### config.mk
export PLATFORM = sky130hd
export DESIGN_NAME = rotator_arbiter_seq_flat
export DESIGN_NICKNAME = d
export VERILOG_FILES = /design/src/rtl/rotator_arbiter_seq_if.sv /design/src/rtl/rotator_arbiter_seq.sv /design/src/flat_wrapper.sv
export SDC_FILE = /design/constraint.sdc
export NUM_CORES = 1
export LEC_CHECK = 0
export ABC_AREA = 1
export BUFFER_PORTS_ARGS = -buffer_cell sky130_fd_sc_hd__buf_2
export CAP_MARGIN = 20
export CORE_AREA = 2 2 74 76
export CTS_CLUSTER_DIAMETER = 80
export DETAILED_ROUTE_END_ITERATION = 12
export DIE_AREA = 0 0 76 78
export HOLD_SLACK_MARGIN = 0.1
export PLACE_DENSITY = 0.52
export SYNTH_ARGS = -nofsm -noshare
export SYNTH_HDL_FRONTEND = slang
export SYNTH_SLANG_ARGS = --single-unit
### constraint.sdc
create_clock -name clk -period 4.4 [get_ports clk]
set_input_delay 0.22 -clock clk [delete_from_list [all_inputs] [get_ports clk]]
set_output_delay 0.22 -clock clk [all_outputs]
set_load 0.03 [all_outputs]
### src/rtl/rotator_arbiter_seq_if.sv
// Request/result bundle between two requesters, the rotate sequencer and its consumer.
// master = requesters + consumer side, slave = the sequencer itself.
interface rotator_arbiter_seq_if #(
    parameter int WIDTH = 8,
    parameter int AMT_W = 3
);
    logic             req0_valid;
    logic [WIDTH-1:0] req0_data;
    logic [AMT_W-1:0] req0_amt;
    logic             req0_lr;
    logic             req0_ready;

    logic             req1_valid;
    logic [WIDTH-1:0] req1_data;
    logic [AMT_W-1:0] req1_amt;
    logic             req1_lr;
    logic             req1_ready;

    logic             out_valid;
    logic [WIDTH-1:0] out_data;
    logic             out_id;
    logic             out_ready;
    logic             busy;

    modport master (
        output req0_valid, req0_data, req0_amt, req0_lr,
        input  req0_ready,
        output req1_valid, req1_data, req1_amt, req1_lr,
        input  req1_ready,
        input  out_valid, out_data, out_id, busy,
        output out_ready
    );

    modport slave (
        input  req0_valid, req0_data, req0_amt, req0_lr,
        output req0_ready,
        input  req1_valid, req1_data, req1_amt, req1_lr,
        output req1_ready,
        output out_valid, out_data, out_id, busy,
        input  out_ready
    );
endinterface

### src/rtl/rotator_arbiter_seq.sv
// Shares one single-step rotate stage between two requesters, one bit position per clock.
// Latency: accept in cycle k, result valid in cycle k+1+amt; no overlap between requests.
// Backpressure: result held in DONE until out_ready; requests are not accepted until IDLE.
module rotator_arbiter_seq #(
    parameter int WIDTH = 8,
    parameter int AMT_W = 3
) (
    input  logic                  clk,
    input  logic                  rst_n,
    rotator_arbiter_seq_if.slave  bus
);
    typedef enum logic [1:0] {IDLE, ROTATE, DONE} state_t;

    state_t           state;
    logic [WIDTH-1:0] data_reg;
    logic [AMT_W-1:0] cnt;
    logic             dir;
    logic             id_reg;
    logic             last_grant;
    logic             out_valid_r;
    logic             busy_r;

    logic             grant0;
    logic             grant1;
    logic             acc0;
    logic             acc1;
    logic [WIDTH-1:0] sel_data;
    logic [AMT_W-1:0] sel_amt;
    logic             sel_lr;

    // On a tie the requester not served last wins; rst_n gating keeps ready low during reset.
    always_comb begin
        grant0 = bus.req0_valid & (~bus.req1_valid | last_grant);
        grant1 = bus.req1_valid & (~bus.req0_valid | ~last_grant);
        acc0   = (state == IDLE) & rst_n & grant0;
        acc1   = (state == IDLE) & rst_n & grant1;
        sel_data = acc1 ? bus.req1_data : bus.req0_data;
        sel_amt  = acc1 ? bus.req1_amt  : bus.req0_amt;
        sel_lr   = acc1 ? bus.req1_lr   : bus.req0_lr;
    end

    assign bus.req0_ready = acc0;
    assign bus.req1_ready = acc1;
    assign bus.out_valid  = out_valid_r;
    assign bus.out_data   = data_reg;
    assign bus.out_id     = id_reg;
    assign bus.busy       = busy_r;

    always_ff @(posedge clk or negedge rst_n) begin
        if (!rst_n) begin
            state       <= IDLE;
            data_reg    <= '0;
            cnt         <= '0;
            dir         <= 1'b0;
            id_reg      <= 1'b0;
            last_grant  <= 1'b1;
            out_valid_r <= 1'b0;
            busy_r      <= 1'b0;
        end else begin
            case (state)
                IDLE: begin
                    if (acc0 | acc1) begin
                        data_reg   <= sel_data;
                        cnt        <= sel_amt;
                        dir        <= sel_lr;
                        id_reg     <= acc1;
                        last_grant <= acc1;
                        busy_r     <= 1'b1;
                        if (sel_amt == '0) begin
                            state       <= DONE;
                            out_valid_r <= 1'b1;
                        end else begin
                            state <= ROTATE;
                        end
                    end
                end
                ROTATE: begin
                    if (dir)
                        data_reg <= {data_reg[WIDTH-2:0], data_reg[WIDTH-1]};
                    else
                        data_reg <= {data_reg[0], data_reg[WIDTH-1:1]};
                    if (cnt != '0)
                        cnt <= cnt - AMT_W'(1);
                    if (cnt <= AMT_W'(1)) begin
                        state       <= DONE;
                        out_valid_r <= 1'b1;
                    end
                end
                DONE: begin
                    if (bus.out_ready) begin
                        state       <= IDLE;
                        out_valid_r <= 1'b0;
                        busy_r      <= 1'b0;
                    end
                end
                default: begin
                    state       <= IDLE;
                    out_valid_r <= 1'b0;
                    busy_r      <= 1'b0;
                end
            endcase
        end
    end
endmodule
### src/flat_wrapper.sv
// flat-port wrapper written by rule: the top's interface ports become plain ports
module rotator_arbiter_seq_flat 
#(
    parameter int WIDTH = 8,
    parameter int AMT_W = 3
)
  (clk, rst_n, bus_req0_valid, bus_req0_data, bus_req0_amt, bus_req0_lr, bus_req0_ready, bus_req1_valid, bus_req1_data, bus_req1_amt, bus_req1_lr, bus_req1_ready, bus_out_valid, bus_out_data, bus_out_id, bus_busy, bus_out_ready);
  rotator_arbiter_seq_if #(.WIDTH(WIDTH), .AMT_W(AMT_W)) bus_i ();
  input  logic clk;
  input  logic rst_n;
  input wire logic [$bits(bus_i.req0_valid)-1:0] bus_req0_valid;
  input wire logic [$bits(bus_i.req0_data)-1:0] bus_req0_data;
  input wire logic [$bits(bus_i.req0_amt)-1:0] bus_req0_amt;
  input wire logic [$bits(bus_i.req0_lr)-1:0] bus_req0_lr;
  output wire logic [$bits(bus_i.req0_ready)-1:0] bus_req0_ready;
  input wire logic [$bits(bus_i.req1_valid)-1:0] bus_req1_valid;
  input wire logic [$bits(bus_i.req1_data)-1:0] bus_req1_data;
  input wire logic [$bits(bus_i.req1_amt)-1:0] bus_req1_amt;
  input wire logic [$bits(bus_i.req1_lr)-1:0] bus_req1_lr;
  output wire logic [$bits(bus_i.req1_ready)-1:0] bus_req1_ready;
  output wire logic [$bits(bus_i.out_valid)-1:0] bus_out_valid;
  output wire logic [$bits(bus_i.out_data)-1:0] bus_out_data;
  output wire logic [$bits(bus_i.out_id)-1:0] bus_out_id;
  output wire logic [$bits(bus_i.busy)-1:0] bus_busy;
  input wire logic [$bits(bus_i.out_ready)-1:0] bus_out_ready;
  assign bus_i.req0_valid = bus_req0_valid;
  assign bus_i.req0_data = bus_req0_data;
  assign bus_i.req0_amt = bus_req0_amt;
  assign bus_i.req0_lr = bus_req0_lr;
  assign bus_req0_ready = bus_i.req0_ready;
  assign bus_i.req1_valid = bus_req1_valid;
  assign bus_i.req1_data = bus_req1_data;
  assign bus_i.req1_amt = bus_req1_amt;
  assign bus_i.req1_lr = bus_req1_lr;
  assign bus_req1_ready = bus_i.req1_ready;
  assign bus_out_valid = bus_i.out_valid;
  assign bus_out_data = bus_i.out_data;
  assign bus_out_id = bus_i.out_id;
  assign bus_busy = bus_i.busy;
  assign bus_i.out_ready = bus_out_ready;
  rotator_arbiter_seq #(.WIDTH(WIDTH), .AMT_W(AMT_W)) u_core (.clk(clk), .rst_n(rst_n), .bus(bus_i));
endmodule
==> reports/results.txt <==
I/O pin total -> 42
post-layout min period -> 2280 ps
Max FO, Critical Path -> 20
Clock Latency Late Sink -> 250 ps
DR vias/cell -> 4.20
CTS max path bufs -> 2
Iteration-0 DRC Markers -> 46
Area contributors post-synth -> dfrtp_1 35%, nand2_1 14%, inv_1 5.5%
Worst-Margin Slew -> 497 ps
Pwr Density -> 709 nW/um2
Req. time, crit path -> 4180 ps
Yosys Warn Count -> 0
Slew headroom -> 66.8%
Slew Viols, Final -> 0
Setup Viol. Count Final -> 0
Clock Power Share -> 12.7%
syn nets -> 203
setup_tns -> 0 ps
Syn Area/Cell -> 7.17 um2
Comb pwr share -> 56.9%
Max-cap violations -> 0
Power Total -> 1090 uW
count leader, synth -> nand2_1
Synth top area share -> 34.7%
Placement Rows -> 26
sequential share of power -> 30.4%
post-synthesis cell area -> 1230 um2
Worst Skew -> 4.81 ps
sequential fraction of the synthesis area -> 36.8%
Die Height -> 78 um
antenna violations before repair -> 0
Synth Instances -> 171
ANT nets after route -> 0
CP Class -> in2out
switching pwr -> 557 uW
GRT overflow -> 0
Post-CTS Setup Bufs -> 0
final core utilization -> 30.4%
Synth Flop Type -> dfrtp_1
largest net degree at the start of global routing -> 21
fin crit share -> 51.7%
Inserted Diodes -> 0
Placer Congestion -> 0.765
Netlist cell types -> 24
starting density of the core -> 24.3%
Design Area, Final -> 1530 um2
CTS tree -> done
fmax -> 440 MHz
Port Buffer Count -> 41
Num CTS Buffers -> 3
Post-synth EDFFs -> 0
chip width -> 76 um
cell-internal power -> 529 uW
Final Hold Vio Count -> 0
Post-synth top cells -> 47 x nand2_1, 18 x inv_1, 17 x dfrtp_1
DR DRC count -> 0
Routed Wire Length -> 3250 um
H-tree Lvls -> 1
Leak -> 0.000819 uW
Final nets -> 243
post-synthesis register bit count -> 18
Post-DP Area -> 1470 um2
first-pass GRT wire length -> 5710 um
layout cells sized above 1 -> 29.0%
Synth area leader -> dfrtp_1
via count -> 1176
switch share -> 51.3%
Crit. End Element -> output port
number of global-route vias before repair -> 1216
CTS-repair resized insts -> 0
Placeable Area -> 5040 um2
status -> complete, no violations
# hold bufs at CTS -> 1
WL/cell -> 11.6 um
Tot GR Track Use -> 12.0%
RSZ-0062 raised after global routing -> no
maximum VDD drop -> 285 uV
DP Wirelength -> 2490 um
Hold WC Path Type -> in2reg
CP arrival -> 2060 ps
CP startpoint kind -> primary input
clock root buffer -> clkbuf_8
TritonRoute pass-1 iters -> 5
number of clock sinks -> 18
ys async rst share -> 100%
die area -> 5930 um2
Layout area overhead -> 25.0%
clock transition at the registers of the reported paths -> 80 ps
-- cell usage in the layout, fill, tap and decap left out, types with 2 or more instances in the layout --
master	netlist	routed
inv_1	18	18
nand2_1	47	47
clkbuf_8	0	4
o21ai_0	13	13
ha_1	3	3
o211ai_1	3	3
nand3_1	13	13
nor2_1	11	11
o21ai_1	10	10
nand2_2	4	4
buf_2	2	41
dfrtp_1	17	17
o21bai_1	2	2
nand2_4	2	2
nor2_4	2	2
a21oi_1	9	9
inv_2	4	4
-- kinds of logic after synthesis --
group / synth area share [%]
adder cells (fa/ha/maj): 3.06
AO/OA/AOI/OAI: 18.3
flip-flops: 36.8
buffers and inverters: 10.9
AND/OR/NAND/NOR: 30.9
-- worst max-delay path, stage by stage --
cell           delay (ps)
dlygate4sd3_1         520
buf_2                 410
nand2_1               180
nor2_2                430
buf_2                 290
-- path summary, 6_finish.rpt --
kind                       slack (ps)              start                      to  cells past startpoint
hold reg to reg                   480  u_core.bus.out_id       u_core.bus.out_id                      2
min in group asynchronous         450              rst_n  u_core.bus.out_data[2]                      2
setup reg to reg                 2600    u_core.state[1]    u_core.bus.out_valid                     10
setup / recovery                 2120              rst_n          bus_req1_ready                      5
max in group asynchronous        3600              rst_n       u_core.last_grant                      2
hold / removal                    230        bus_req0_lr              u_core.dir                      3
-- state kept, by name, indices dropped and copies added (netlist names) --
signal	cells
u_core.bus.out_id	1
u_core.cnt	3
u_core.bus.busy	1
u_core.dir	1
u_core.bus.out_data	8
u_core.state	2
u_core.bus.out_valid	1
u_core.last_grant	1
-- through the flow --
| step | std cells | setup WS, ps | hold slack [ps] |
|---|---|---|---|
| after CTS | 280 | 2070 | 232 |
| after detailed placement | 275 | 2470 | 210 |
| after floorplan | 171 | 2980 | -75.6 |
| final | 280 | 2120 | 229 |
| after global routing | 280 | 1930 | 239 |
| after global placement | 275 | 2560 | 205 |
-- final cells by class --
cell class	instances	area, um2
Clock buffer	4	55.1
Tap cell	70	87.6
Multi-Input combinational cell	124	641
Sequential cell	18	452
Inverter	22	82.6
Fill cell	576	3510
Timing Repair Buffer	42	215
-- layer usage --
layer	vias to the layer above	track usage, %	routed length, um
met5	-	0	0
met4	0	2.18	21
met3	2	3.37	148
met2	28	21.4	1530
met1	518	14.6	1560
li1	628	-	-
-- power groups by stage --
stage | clock (uW) | combinational [uW] | sequential, uW
3_3_place_gp | 0 | 618 | 335
4_1_cts | 144 | 629 | 331
5_1_grt | 153 | 700 | 346
3_5_place_dp | 0 | 626 | 333
2_1_floorplan | 0 | 413 | 403
6_report | 138 | 618 | 331
Power figures use the tool's default switching activity.
